### src/rtl/stopwatch_pkg.sv
// Shared encodings and defaults for the stopwatch control sequencer.
// Imported by the control block and its input debouncers.
package stopwatch_pkg;

    typedef enum logic [1:0] {
        PAUSED = 2'd0,
        RUN    = 2'd1,
        ADJ    = 2'd2
    } state_e;

    typedef enum logic [1:0] {
        CM_FULL = 2'b00,
        CM_MIN  = 2'b01,
        CM_SEC  = 2'b10
    } cnt_mode_e;

    // 5 ms of stability at 100 MHz
    localparam int unsigned DEBOUNCE_CYCLES_DEF = 500000;
    localparam int unsigned DB_W_DEF            = 19;

endpackage

### src/rtl/stopwatch_debounce.sv
// Two-flop synchroniser followed by a stability counter; emits either the
// debounced level or a one-cycle pulse on its rising edge.
module stopwatch_debounce #(
    parameter int unsigned CYCLES  = 4,
    parameter int unsigned W       = 3,
    parameter bit          EDGE    = 1'b0,
    parameter bit          RST_LVL = 1'b0
) (
    input  logic clk,
    input  logic rst_n,
    input  logic raw,
    output logic out
);

    logic         s1_q, s1_d;
    logic         s2_q, s2_d;
    logic         lvl_q, lvl_d;
    logic         prev_q, prev_d;
    logic [W-1:0] cnt_q, cnt_d;

    // cnt_q counts consecutive synchronised samples that disagree with the
    // accepted level; any agreeing sample restarts the count.
    always_comb begin
        s1_d   = raw;
        s2_d   = s1_q;
        prev_d = lvl_q;
        lvl_d  = lvl_q;
        cnt_d  = '0;
        if (s2_q != lvl_q) begin
            if (cnt_q >= W'(CYCLES - 1)) begin
                lvl_d = s2_q;
            end else begin
                cnt_d = cnt_q + 1'b1;
            end
        end
    end

    // Buttons reset their level high so a press held through reset is
    // treated as already seen and must be released before it can pulse.
    always_ff @(posedge clk or negedge rst_n) begin
        if (!rst_n) begin
            s1_q   <= 1'b0;
            s2_q   <= 1'b0;
            cnt_q  <= '0;
            lvl_q  <= RST_LVL;
            prev_q <= RST_LVL;
        end else begin
            s1_q   <= s1_d;
            s2_q   <= s2_d;
            cnt_q  <= cnt_d;
            lvl_q  <= lvl_d;
            prev_q <= prev_d;
        end
    end

    assign out = EDGE ? (lvl_q & ~prev_q) : lvl_q;

endmodule

### src/rtl/stopwatch_ctrl.sv
// Stopwatch control sequencer: debounced buttons/switches drive a
// PAUSED/RUN/ADJ state machine, counter commands and the adjust blink mask.
module stopwatch_ctrl
    import stopwatch_pkg::*;
#(
    parameter int unsigned DEBOUNCE_CYCLES = DEBOUNCE_CYCLES_DEF,
    parameter int unsigned DB_W            = DB_W_DEF
) (
    input  logic       clk,
    input  logic       rst_n,
    input  logic       btn_pause,
    input  logic       btn_reset,
    input  logic       sw_adj,
    input  logic       sw_sel,
    input  logic       unit_tick,
    input  logic       fast_tick,
    input  logic       blink_tick,
    output logic       cnt_inc,
    output logic [1:0] cnt_mode,
    output logic       cnt_clear,
    output logic [3:0] blank_an,
    output logic       running
);

    logic pause_pulse, reset_pulse, adj_lvl, sel_lvl;

    stopwatch_debounce #(.CYCLES(DEBOUNCE_CYCLES), .W(DB_W), .EDGE(1'b1), .RST_LVL(1'b1))
        u_db_pause (.clk(clk), .rst_n(rst_n), .raw(btn_pause), .out(pause_pulse));
    stopwatch_debounce #(.CYCLES(DEBOUNCE_CYCLES), .W(DB_W), .EDGE(1'b1), .RST_LVL(1'b1))
        u_db_reset (.clk(clk), .rst_n(rst_n), .raw(btn_reset), .out(reset_pulse));
    stopwatch_debounce #(.CYCLES(DEBOUNCE_CYCLES), .W(DB_W), .EDGE(1'b0), .RST_LVL(1'b0))
        u_db_adj   (.clk(clk), .rst_n(rst_n), .raw(sw_adj), .out(adj_lvl));
    stopwatch_debounce #(.CYCLES(DEBOUNCE_CYCLES), .W(DB_W), .EDGE(1'b0), .RST_LVL(1'b0))
        u_db_sel   (.clk(clk), .rst_n(rst_n), .raw(sw_sel), .out(sel_lvl));

    state_e    state_q, state_d;
    cnt_mode_e mode_q, mode_d;
    logic      inc_q, inc_d;
    logic      clear_q, clear_d;
    logic      phase_q, phase_d;
    logic      sel_q, sel_d;

    // Adjust switch wins over any pending pause press.
    always_comb begin
        state_d = state_q;
        if (adj_lvl) begin
            state_d = ADJ;
        end else begin
            case (state_q)
                ADJ:     state_d = PAUSED;
                RUN:     if (pause_pulse) state_d = PAUSED;
                PAUSED:  if (pause_pulse) state_d = RUN;
                default: state_d = PAUSED;
            endcase
        end
    end

    always_comb begin
        inc_d   = 1'b0;
        mode_d  = CM_FULL;
        clear_d = reset_pulse;
        case (state_q)
            RUN: inc_d = unit_tick;
            ADJ: begin
                inc_d  = fast_tick;
                mode_d = sel_lvl ? CM_SEC : CM_MIN;
            end
            default: inc_d = 1'b0;
        endcase
        // A clear swallows the tick that coincides with it.
        if (reset_pulse) inc_d = 1'b0;
    end

    // Phase restarts visible whenever adjust is entered or the field changes.
    always_comb begin
        sel_d   = sel_lvl;
        phase_d = 1'b0;
        if (state_q == ADJ && sel_lvl == sel_q) begin
            phase_d = phase_q ^ blink_tick;
        end
    end

    always_ff @(posedge clk or negedge rst_n) begin
        if (!rst_n) begin
            state_q <= PAUSED;
            mode_q  <= CM_FULL;
            inc_q   <= 1'b0;
            clear_q <= 1'b0;
            phase_q <= 1'b0;
            sel_q   <= 1'b0;
        end else begin
            state_q <= state_d;
            mode_q  <= mode_d;
            inc_q   <= inc_d;
            clear_q <= clear_d;
            phase_q <= phase_d;
            sel_q   <= sel_d;
        end
    end

    assign cnt_inc   = inc_q;
    assign cnt_mode  = mode_q;
    assign cnt_clear = clear_q;
    assign running   = (state_q == RUN);
    assign blank_an  = (state_q == ADJ) ?
                       {{2{~sel_q & phase_q}}, {2{sel_q & phase_q}}} : 4'b0000;

endmodule

### config.mk
export PLATFORM = sky130hd
export DESIGN_NAME = stopwatch_ctrl
export DESIGN_NICKNAME = d
export VERILOG_FILES = /design/src/rtl/stopwatch_pkg.sv /design/src/rtl/stopwatch_debounce.sv /design/src/rtl/stopwatch_ctrl.sv
export SDC_FILE = /design/constraint.sdc
export NUM_CORES = 1
export LEC_CHECK = 0
export CAP_MARGIN = 20
export CORE_ASPECT_RATIO = 1.2
export CORE_MARGIN = 8
export CORE_UTILIZATION = 42
export DETAILED_ROUTE_END_ITERATION = 10
export GPL_ROUTABILITY_DRIVEN = 0
export GPL_TIMING_DRIVEN = 0
export SYNTH_ARGS = -nofsm -noshare
export SYNTH_HDL_FRONTEND = slang
export SYNTH_SLANG_ARGS = --single-unit
### constraint.sdc
create_clock -name clk -period 2.05 [get_ports clk]
set_input_delay 0.41 -clock clk [delete_from_list [all_inputs] [get_ports clk]]
set_output_delay 0.41 -clock clk [all_outputs]
set_load 0.1 [all_outputs]
Word-level counts from Yosys, hierarchy flattened

Cells that the tools add are included.
W data, S select, Z words.

Flip-flop bits (word level): 98
Output and inout bits: 9
Logic and storage cells: 74

Add/subtract/negate cells: 4
$lt $le $gt $ge: 4
Equal/unequal tests: 9
Mux-type cells: 18
Bitwise gates (word level): 8
Reductions and logical operators: 7

Operators with widths:

| kind                    | count |
|---|---|
| $mux W19                | 8 |
| $add A19 B1 Y19 const B | 4 |
| $ge A19 B19 Y1 const B  | 4 |
| $mux W2                 | 5 |
| $reduce_and A2 Y1       | 5 |
| $and A1 B1 Y1           | 4 |
| $mux W4                 | 1 |
| $ne A1 B1 Y1            | 4 |
| $pmux W2 S2             | 1 |
| $ne A3 B1 Y1 const B    | 1 |
| $ne A3 B2 Y1 const B    | 1 |
| $not A1 Y1              | 3 |
| $eq A2 B1 Y1 const B    | 1 |
| $eq A2 B2 Y1 const B    | 1 |
| $logic_not A2 Y1        | 1 |
| $mux W1                 | 2 |
| $pmux W1 S2             | 1 |
| $eq A1 B1 Y1            | 1 |
| $logic_and A1 B1 Y1     | 1 |
| $xor A1 B1 Y1           | 1 |

Logic depth before layout (Yosys ltp)

Gate-level depths: netlist of the first run.

Depth in word-level cells: 5
Gate-level depth with buffers: 7
Mapped depth without buffers: 6

Hierarchy

A second synthesis of the first run with hierarchy kept.

Cell total of the unflattened synthesis: 482
Area, all modules: 4986.0 um^2

By module, submodules not included:

| module                               | instances | cells an instance | area each (um^2) | sequential area each (um^2) |
|---|---|---|---|---|
| stopwatch_debounce at u_db_pause ... | 2         | 114               | 1172.4           | 578.1 |
| stopwatch_debounce at u_db_adj ...   | 2         | 112               | 1138.6           | 550.5 |
| stopwatch_ctrl                       | 1         | 30                | 364.1            | 200.2 |

Worst setup path before layout of the first run

OpenSTA, ideal clock, no wires.

Kind: register to output
Start point: register state_q[0]
End point: output blank_an[3]
Arrival: 2483 ps
Required time: 1640 ps
Slack: -843 ps
Cell stages (with the launch flop): 6
Path buffers: 1
Path through: dfrtp_1 inv_1 ha_1 nand2_1 nor2_1 buf_4

Cells in the longest elaborated chain, start to end: 2

RTL lines:

| item                   | RTL line              | source |
|---|---|---|
| start, declared        | stopwatch_ctrl.sv:36  | `state_e state_q, state_d;` |
| start signal, assigned | stopwatch_ctrl.sv:92  | `state_q <= state_d;` |
| $eq A2 B2 Y1           | stopwatch_ctrl.sv:105 | `assign blank_an = (state_q == ADJ) ?` |
| $mux W4                | stopwatch_ctrl.sv:105 |  |
| end, declared          | stopwatch_ctrl.sv:21  | `output logic [3:0] blank_an,` |

No other way between the ends.

Worst setup path after layout of the first run

Ends and elaborated chain as after synthesis.

==> impl_results.md, run 1 <==
- Outcome: finished, final reports clean
- Worst Hold Margin: 0.0825 ns
- Post-layout min period: 1.95 ns
- Post-layout util: 50.5%
- Crit path kind: reg2out
- Final net count: 497
- Via count: 3143
- Die width: 111 um
- Layout cells sized above 1: 10.3%
- Biggest cell delay along the critical path: 0.38 ns
- Diode count: 0
- Distinct cell type count of the synthesized netlist: 44
- Die height: 130 um
- FF+latch area: 2460 um2
- Vias in the first global route: 3162
- Maximum VDD drop: 0.000321 V
- DIE AREA: 14400 um2
- Post-DR vias/cell: 5.11
- Core Box Area: 10500 um2
- Area contributors post-synth: dfrtp_1, nor2_1, xor2_1
- Setup WS post-layout: 0.0952 ns
- Max-Cap Viols: 0
- Post-DP Area: 4910 um2
- Setup_tns: 0 ns
- Crit path required time: 1.64 ns
- Final Hold Fails: 0
- Slew headroom: 35.4%
- Dpl hpwl: 5.51 mm
- Final WL: 8.05 mm
- WL per Instance: 13.1 um
- Hold Crit Class: in2async
- Crit start category: flop
- Met3 Use GR: 2.48%
- Max Transition Viols Final: 0
- Arrival time at the worst endpoint: 1.54 ns
- RSZ-0062 raised after global routing: false
- DRC: 0
- Post-synthesis sequential area ratio: 54.1%
- Crit-path cells: inv_1 -> ha_2 -> nand2_1 -> nor2_4 -> buf_4 -> buf_8
- Ports: 18
- M2 GR Usage: 19.5%
- Global routing usage on met1: 14.6%
- Synth Net Count: 467
- # setup viols final: 0
- GR Util All Layers: 12.0%
- Root buf cell: clkbuf_16
- Inserted Clock Buffers: 9
- CTS clk-pin slew, worst paths: 0.07 ns
- First-pass GRT wire length: 14.4 mm
- Clk buf depth: 2
- WP buf/inv: 3
- Pre-antenna DRT Iters: 4
- FILL cells: 962
- Initial antenna violation count: 0
- Cell Pwr Density: 757 nW/um2
- Area Overhead vs Synth: 16.9%
- FP Rows: 41
- Synth top area share: 51.8%
- Total grt overflow: 0
- GRT busiest layer: met2
- Largest delay share family, worst path: buffers and inverters
- Cell taking the most area after synthesis: dfrtp_1
- Syn avg cell area: 10.1 um2
- Port bufs: 17
- Post-route cell area: 5310 um2
- Synth Register Bits: 98
- Leakage power: 2.25 nW
- Critical Path End Type: primary output
- Initial DRC count: 100
- CTS tree: built
- Multi-input logic area: 2070 um2
- Highest clock rate: 512 MHz
- Clock Latency Late Sink: 0.34 ns
- Worst Tran Pin Value: 0.973 ns
- Clk_skew: 0.00492 ns
- Final period utilization: 95.4%
- CTS Sinks: 98
- Pre-CTS setup slack: -0.529 ns
- Cells after Synth: 451
- CTS HTree Levels: 3
- Largest net degree at the start of global routing: 51
- Synth warnings: 0
- Antenna-violating nets left: 0
- Mapped Area: 4540 um2
- CP max stage cell: dfrtp_1
- Crit-path max FO: 6
- Initial Utilization: 43.2%
==> cell type report <==
cell class / instances / share of cell area (%)
clock inverters: 5 / 1.93
multi-input cells: 335 / 39.0
repair buffers: 19 / 3.72
well taps: 129 / 3.04
clock buffers: 11 / 4.38
plain buffers: 9 / 1.04
inverters: 9 / 0.636
flip-flops and latches: 98 / 46.3
==> final timing paths <==
kind,start,to,slack (ns),cells past startpoint
setup / recovery,state_q[0],blank_an[3],0.1,6
hold / removal,rst_n,u_db_sel.cnt_q[2],0.08,1
setup reg to reg,u_db_adj.cnt_q[10],u_db_adj.cnt_q[14],0.11,6
hold reg to reg,u_db_reset.s1_q,u_db_reset.s2_q,0.35,0
max in group asynchronous,rst_n,u_db_pause.lvl_q,1.25,2
min in group clk,u_db_reset.s1_q,u_db_reset.s2_q,0.35,0
==> where the power goes <==
part           total (mW)  switching [mW]  leakage, nW  internal (mW)
Clock                1.90           0.710        0.160           1.19
Combinational       0.133          0.0845        0.767         0.0489
Sequential           1.99          0.0278         1.32           1.96
Total                4.02           0.822         2.25           3.20
==> through the flow <==
| step | total power [mW] | cells |
|---|---|---|
| after floorplan | 2.08 | 451 |
| after global placement | 2.15 | 597 |
| after detailed placement | 2.16 | 598 |
| after CTS | 4.08 | 614 |
| after global routing | 4.17 | 615 |
| final | 4.02 | 615 |
==> registers in the layout, indices dropped and copies added, names as in the netlist, 2 cells and up <==
register,flops
u_db_adj.cnt_q,19
state_q,2
u_db_sel.cnt_q,19
u_db_reset.cnt_q,19
u_db_pause.cnt_q,19
cnt_mode,2
==> synth_stat cells (all sizes together) <==
cell type	number
a21o	2
a2111o	1
and3	5
a21boi	1
nor4b	2
nor3b	1
and2	2
or3	3
o21ai	10
and4	3
a21oi	6
o211ai	1
clkbuf	3
mux2	3
nand2b	3
xor2	42
dfrtp	94
inv	9
nand3	25
a31o	1
nor2b	3
o31ai	1
xnor2	31
nor4	7
dfstp	4
a22oi	1
or4	1
ha	7
a211oi	2
or2	1
o311ai	1
nand4	25
nor3	9
nor2	105
o21a	2
buf	6
nand2	28
==> per-layer routing <==
layer	share of wire, %	routed length [um]
met5	0	0
met4	1.9	155
met3	3.2	259
met2	46	3690
met1	49	3940
==> cell usage in the layout (no fill, tap or decap), types with 2 or more instances in the layout <==
master           synthesis  layout
nor2_1                 105     104
dfrtp_1                 94      93
xor2_1                  42      42
xnor2_1                 31      31
nand2_1                 27      27
nand4_1                 25      25
nand3_1                 24      24
nor3_1                   9       9
inv_1                    9       9
clkbuf_16                0       9
buf_4                    3       7
clkdlybuf4s50_1          0       7
o21ai_0                  6       6
nor4_1                   7       6
a21oi_1                  6       6
ha_1                     7       6
clkbuf_1                 3       5
dlygate4sd2_1            0       4
dfstp_2                  4       4
nand2b_1                 3       3
and4_1                   3       3
nor2b_1                  3       3
o21ai_4                  0       3
buf_2                    2       3
and3_1                   4       3
or3_1                    3       3
mux2_2                   3       3
bufinv_16                0       3
nor4b_1                  2       2
a21o_1                   2       2
and2_1                   2       2
o21a_1                   2       2
and3_2                   1       2
buf_8                    0       2
==> timing repair <==
| action | 4_1_cts | 5_1_grt |
|---|---|---|
| gates resized for setup | 38 | 11 |
| buffers inserted | 0 | 1 |
| hold buffers | 0 | 0 |
| pin swaps | 0 | 2 |
| setup endpoints to repair | 37 | 44 |
==> worst register-to-register path, cell delays in order, from the launching register on <==
cell and delay (ns):
dfrtp_1 0.43, or4_4 0.57, nor4_4 0.25, o21ai_1 0.15, nand3_4 0.15, buf_4 0.20
nor2_1 0.07
==> kinds of logic after synthesis <==
kind of cell	share of synthesized area (%)
fa+ha+maj	1.93
buf+inv	1.96
xor+xnor	14.1
flops	54.1
compound gates	4.13
mux	0.744
simple gates	23.1
(Power assumes the default switching activity.)
==> inputs of run 2 (changes only) <==
==> constraint.sdc (replaced) <==
create_clock -name clk -period 2.3 [get_ports clk]
set_input_delay 0.46 -clock clk [delete_from_list [all_inputs] [get_ports clk]]
set_output_delay 0.46 -clock clk [all_outputs]
set_load 0.1 [all_outputs]
==> impl_results.md, run 2 (synthesized netlist as in run 1, its figures left out) <==
- Pre-antenna DRT Iters: 4 (unchanged)
- Met3 Use GR: 2.48% (unchanged)
- Antenna-violating nets left: 0 (unchanged)
- Hold Crit Class: in2async (unchanged)
- CP Depth: 1 (was 6)
- Post-layout min period: 2.25 ns
- GR Util All Layers: 11.9% (was 12.0%)
- Cts-stage hold buffer count: 0 (unchanged)
- Worst Hold Margin: 0.128 ns (was 0.0825 ns)
- FP Rows: 41 (unchanged)
- Worst R2R Setup Slack: 0.25 ns (was 0.11 ns)
- Total grt overflow: 0 (unchanged)
- WL per Instance: 12.9 um (was 13.1 um)
- Crit-path cells: clkdlybuf4s50_1 (was inv_1 -> ha_2 -> nand2_1 -> nor2_4 -> buf_4 -> buf_8)
- Crit path to: cnt_mode[0] (was blank_an[3])
- FILL cells: 966 (was 962)
- Slew headroom: 34.1% (was 35.4%)
- Highest clock rate: 445 MHz
- Global routing usage on met1: 14.6% (about the same)
- Cell Pwr Density: 683 nW/um2 (was 757 nW/um2)
- Inserted Clock Buffers: 9 (unchanged)
- Arrival time at the worst endpoint: 1.79 ns (was 1.54 ns)
- RSZ-0062 raised after global routing: false (unchanged)
- Port bufs: 17 (unchanged)
- Psw: 731 uW (was 822 uW)
- GRT busiest layer: met2 (unchanged)
- Ports: 18 (unchanged)
- Comb power frac: 3.2% (was 3.3%)
- Maximum VDD drop: 0.000283 V (was 0.000321 V)
- DIE AREA: 14400 um2 (unchanged)
- Commonest cells after routing, fill and taps aside: nor2_1, dfrtp_1, xor2_1 (unchanged)
- Origin of the critical flop-to-flop path: u_db_adj.cnt_q[9] (was u_db_adj.cnt_q[10])
- Largest delay share family, worst path: buffers and inverters (unchanged)
- Initial antenna violation count: 0 (unchanged)
- Clk buf depth: 2 (unchanged)
- WP buf/inv: 1 (was 3)
- Final Hold Fails: 0 (unchanged)
- Die height: 130 um (unchanged)
- Final net count: 496 (was 497)
- CTS HTree Levels: 3 (unchanged)
- Critical Path End Type: primary output (unchanged)
- Final period utilization: 97.7%
- Post-CTS setup buffer count: 0 (unchanged)
- Reg2reg path depth: 6 (unchanged)
- Clk_skew: 0.00509 ns (was 0.00492 ns)
- Diode count: 0 (unchanged)
- CP max stage cell: clkdlybuf4s50_1 (was dfrtp_1)
- Commonest non-fill, non-tap cell in the layout: nor2_1 (unchanged)
- Vias in the first global route: 3156 (was 3162)
- Area Overhead vs Synth: 15.4% (was 16.9%)
- Initial DRC count: 106 (was 100)
- Leakage power: 2.26 nW (was 2.25 nW)
- CP startpoint: cnt_mode[0] (was state_q[0])
- Root buf cell: clkbuf_16 (unchanged)
- FF+latch area: 2460 um2 (about the same)
- Multi-input logic area: 2010 um2 (was 2070 um2)
- Max-Cap Viols: 0 (unchanged)
- Crit start category: flop (unchanged)
- CTS tree: built (unchanged)
- Die width: 111 um (unchanged)
- Design internal power: 2.85 mW (was 3.20 mW)
- Layout cells sized above 1: 9.07% (was 10.3%)
- Switching part of the total: 20.4% (about the same)
- Largest net degree at the start of global routing: 51 (unchanged)
- Via count: 3125 (was 3143)
- Post-DR vias/cell: 5.09 (was 5.11)
- Biggest cell delay along the critical path: 1.13 ns (was 0.38 ns)
- Initial Utilization: 43.2% (unchanged)
- Worst Tran Pin Value: 0.987 ns (was 0.973 ns)
- Clock power share: 47.3% (about the same)
- Final WL: 7.92 mm (was 8.05 mm)
- DRC: 0 (unchanged)
- CTS Sinks: 98 (unchanged)
- Core Box Area: 10500 um2 (unchanged)
- Crit-path max FO: 1 (was 6)
- Sequential share of power: 49.5% (was 49.4%)
- First-pass GRT wire length: 14.4 mm (about the same)
- Crit path kind: reg2out (unchanged)
- CTS clk-pin slew, worst paths: 0.07 ns (about the same)
- Max Transition Viols Final: 0 (unchanged)
- Outcome: finished, final reports clean (unchanged)
- # setup viols final: 0 (unchanged)
- Pwr Total: 3.58 mW (was 4.02 mW)
- Crit path required time: 1.84 ns (was 1.64 ns)
- M2 GR Usage: 19.5% (about the same)
- FF-to-FF End: u_db_adj.cnt_q[14] (unchanged)
- Dpl hpwl: 5.51 mm (unchanged)
- Clock Latency Late Sink: 0.34 ns (about the same)
## run 2: changes by cell type in the layout (fill, tap and decap cells not counted), moves of 2 or more
| cell | change |
|---|---|
| dlygate4sd2_1 | -4 |
| o21ai_2 | +3 |
| buf_8 | -2 |
| dlymetal6s2s_1 | +2 |
| buf_4 | -3 |
| o21ai_4 | -3 |
| clkdlybuf4s50_1 | +2 |
| clkbuf_4 | +2 |
## run 2: metrics by stage
stage	cell area (um2)	setup WS, ns	instances	setup TNS [ns]	util (%)
after global routing	5240	0.00811	614	0	49.9
after floorplan	4550	0.205	451	0	-
final	5240	0.0537	614	0	49.9
after global placement	4880	-2.86	597	-276.17	46.4
after detailed placement	4910	-0.329	598	-1.17	46.7
after CTS	5230	0.0123	614	0	49.7
## run 2: worst min-delay path by stage
stage / slack, ns / cells past startpoint / endpoint / startpoint
3_3_place_gp: 0.33 / 0 / u_db_pause.s2_q / u_db_pause.s1_q
4_1_cts: 0.16 / 1 / u_db_sel.cnt_q[2] / rst_n
6_report: 0.13 / 1 / u_db_sel.cnt_q[2] / rst_n
3_5_place_dp: 0.34 / 0 / u_db_adj.s2_q / u_db_adj.s1_q
5_1_grt: 0.19 / 1 / u_db_sel.cnt_q[2] / rst_n
2_1_floorplan: 0.16 / 0 / cnt_clear / rst_n
## run 2: cell type report
class | count | share of cell area (%)
buffer | 9 | 1.05
clock buffer | 11 | 4.44
clock inverter | 5 | 1.96
inverter | 9 | 0.644
multi-input combinational | 335 | 38.4
sequential | 98 | 46.9
tap | 129 | 3.08
timing repair buffer | 18 | 3.56
## run 2: power groups by stage
stage	Clock, mW	Sequential, mW	Combinational, mW
global route	1.80	1.77	0.138
finish	1.69	1.77	0.116
floorplan	0	1.80	0.0528
global placement	0	1.80	0.114
CTS	1.74	1.77	0.120
detailed placement	0	1.80	0.120
## run 2: repair_timing
item / 4_1_cts / 5_1_grt
pin swaps: 0 / 0
setup endpoints to repair: 5 / 24
gates resized for setup: 23 / 6
## run 2: routing by layer
metal / vias to the layer above / wire, um / part of all wire [%]
li1: 1579 / - / -
met1: 1501 / 3910 / 49
met2: 32 / 3620 / 46
met3: 13 / 246 / 3.1
met4: 0 / 151 / 1.9
met5: - / 0 / 0
==> inputs of run 3 (changes only) <==
--- a/config.mk
+++ b/config.mk
@@ -15,3 +15,4 @@
 export SYNTH_ARGS = -nofsm -noshare
 export SYNTH_HDL_FRONTEND = slang
 export SYNTH_SLANG_ARGS = --single-unit
+export TNS_END_PERCENT = 1
==> impl_results.md, run 3 (synthesized netlist as in run 1, its figures left out) <==
- Commonest non-fill, non-tap cell in the layout: nor2_1 (unchanged)
- Clock Latency Late Sink: 0.34 ns (about the same)
- CTS Sinks: 98 (unchanged)
- Crit path kind: reg2out (unchanged)
- Arrival time at the worst endpoint: 1.79 ns (about the same)
- Cell Pwr Density: 672 nW/um2 (was 683 nW/um2)
- Final WL: 7.98 mm (was 7.92 mm)
- Final period utilization: 97.8% (was 97.7%)
- CP Depth: 1 (unchanged)
- Largest delay share family, worst path: buffers and inverters (unchanged)
- Maximum VDD drop: 0.000452 V (was 0.000283 V)
- Dpl hpwl: 5.46 mm (was 5.51 mm)
- Antenna-violating nets left: 0 (unchanged)
- Die width: 111 um (unchanged)
- FILL cells: 959 (was 966)
- Crit start category: flop (unchanged)
- Clk buf depth: 2 (unchanged)
- Worst Hold Margin: 0.0623 ns (was 0.128 ns)
- Post-layout util: 49.7% (was 49.9%)
- RSZ-0062 raised after global routing: false (unchanged)
- Root buf cell: clkbuf_16 (unchanged)
- Post-route cell area: 5220 um2 (was 5240 um2)
- CTS HTree Levels: 3 (unchanged)
- WP buf/inv: 1 (unchanged)
- Switching part of the total: 21.1% (was 20.4%)
- Core Box Area: 10500 um2 (unchanged)
- Biggest cell delay along the critical path: 1.13 ns (about the same)
- Worst Tran Pin Value: 0.973 ns (was 0.987 ns)
- Area Overhead vs Synth: 15.0% (was 15.4%)
- GR Util All Layers: 11.9% (about the same)
- Post-layout min period: 2.25 ns (about the same)
- CTS tree: built (unchanged)
- Final net count: 496 (unchanged)
- Layout cells sized above 1: 9.07% (unchanged)
- Post-DP Area: 4910 um2 (about the same)
- Diode count: 0 (unchanged)
- Largest net degree at the start of global routing: 66 (was 51)
- Sequential share of power: 50.5% (was 49.5%)
- Crit-path cells: clkdlybuf4s50_1 (unchanged)
- Max-Cap Viols: 0 (unchanged)
- Crit path required time: 1.84 ns (about the same)
- Via count: 3121 (was 3125)
- Die height: 130 um (unchanged)
- FP Rows: 41 (unchanged)
- Setup_tns: 0 ns (unchanged)
- Clk_skew: 0.00654 ns (was 0.00509 ns)
- Leakage power: 2.24 nW (was 2.26 nW)
- Initial antenna violation count: 0 (unchanged)
- CP max stage cell: clkdlybuf4s50_1 (unchanged)
- Outcome: finished, final reports clean (unchanged)
- DIE AREA: 14400 um2 (unchanged)
- Post-DR vias/cell: 5.08 (was 5.09)
- DRC: 0 (unchanged)
- Initial DRC count: 95 (was 106)
- Initial Utilization: 43.2% (unchanged)
- Hold Crit Class: in2async (unchanged)
- Max Transition Viols Final: 0 (unchanged)
- Slew headroom: 34.9% (was 34.1%)
- Cts-stage hold buffer count: 0 (unchanged)
- WL per Instance: 13.0 um (was 12.9 um)
- Commonest cells after routing, fill and taps aside: nor2_1, dfrtp_1, xor2_1 (unchanged)
- Design internal power: 2.77 mW (was 2.85 mW)
- Psw: 740 uW (was 731 uW)
- Reg2reg path depth: 6 (unchanged)
- Inserted Clock Buffers: 9 (unchanged)
- CTS clk-pin slew, worst paths: 0.07 ns (about the same)
- Clock power share: 46.2% (was 47.3%)
- Highest clock rate: 444 MHz (was 445 MHz)
- Ports: 18 (unchanged)
- Total grt overflow: 0 (unchanged)
- Final Hold Fails: 0 (unchanged)
- Pre-antenna DRT Iters: 4 (unchanged)
- # setup viols final: 0 (unchanged)
- Port bufs: 17 (unchanged)
- Critical Path End Type: primary output (unchanged)
- Comb power frac: 3.3% (was 3.2%)
- Crit-path max FO: 1 (unchanged)
- First-pass GRT wire length: 14.3 mm (was 14.4 mm)
- Post-CTS setup buffer count: 0 (unchanged)
- Vias in the first global route: 3121 (was 3156)
[run 3: changes by cell type in the layout (fill, tap and decap cells not counted)]
cell and delta:
buf_4 +2, clkbuf_4 -2, and3_1 +1, and3_2 -1, bufinv_16 -1, clkbuf_1 -1
clkbuf_8 +1, clkdlybuf4s50_1 +1, clkinv_2 +1, dlymetal6s2s_1 -1
[run 3: repair_timing]
item                                    CTS  global route
gates resized for setup                  23             4
pin swaps                                 0             0
endpoints found under the setup margin    5            21
[run 3: routing by layer]
layer  routed length (um)  part of all wire, %  vias to the layer above  global-route usage (%)
met4                  163                  2.0                        0                    6.21
met5                    0                    0                        -                       0
li1                     -                    -                     1582                       -
met1                 3930                   49                     1497                    14.7
met2                 3640                   46                       31                    19.2
met3                  249                  3.1                       11                    2.66
[run 3: layout make-up]
| class | count | area (um2) | area share, % |
|---|---|---|---|
| flip-flops and latches | 98 | 2460 | 47.0 |
| multi-input cells | 335 | 2010 | 38.5 |
| clock buffers | 11 | 243 | 4.65 |
| repair buffers | 18 | 184 | 3.52 |
| well taps | 129 | 161 | 3.09 |
| clock inverters | 5 | 77.6 | 1.49 |
| plain buffers | 9 | 55.1 | 1.05 |
| inverters | 9 | 33.8 | 0.647 |
[run 3: power groups by stage]
stage               registers [mW]  clock network, mW  logic, mW
global placement              1.80                  0      0.114
global route                  1.78               1.73      0.137
finish                        1.77               1.62      0.116
CTS                           1.77               1.67      0.121
detailed placement            1.80                  0      0.120
floorplan                     1.80                  0     0.0528
[run 3: through the flow]
step           power [mW]  cells  worst slack, ns
6_report             3.51    614           0.0498
5_1_grt              3.64    614          0.00937
4_1_cts              3.56    614           0.0106
3_5_place_dp         1.92    598           -0.329
3_3_place_gp         1.92    597            -2.88
2_1_floorplan        1.85    451          -0.0574
[run 3: path summary, 6_finish.rpt]
path / start / endpoint / slack [ns]
min in group clk: u_db_pause.s1_q / u_db_pause.s2_q / 0.35
max in group asynchronous: rst_n / u_db_pause.prev_q / 1.55
max: cnt_inc / cnt_inc / 0.05
min: rst_n / u_db_sel.s1_q / 0.06
max reg2reg: u_db_adj.cnt_q[9] / u_db_adj.cnt_q[12] / 0.23
min reg2reg: u_db_pause.s1_q / u_db_pause.s2_q / 0.35
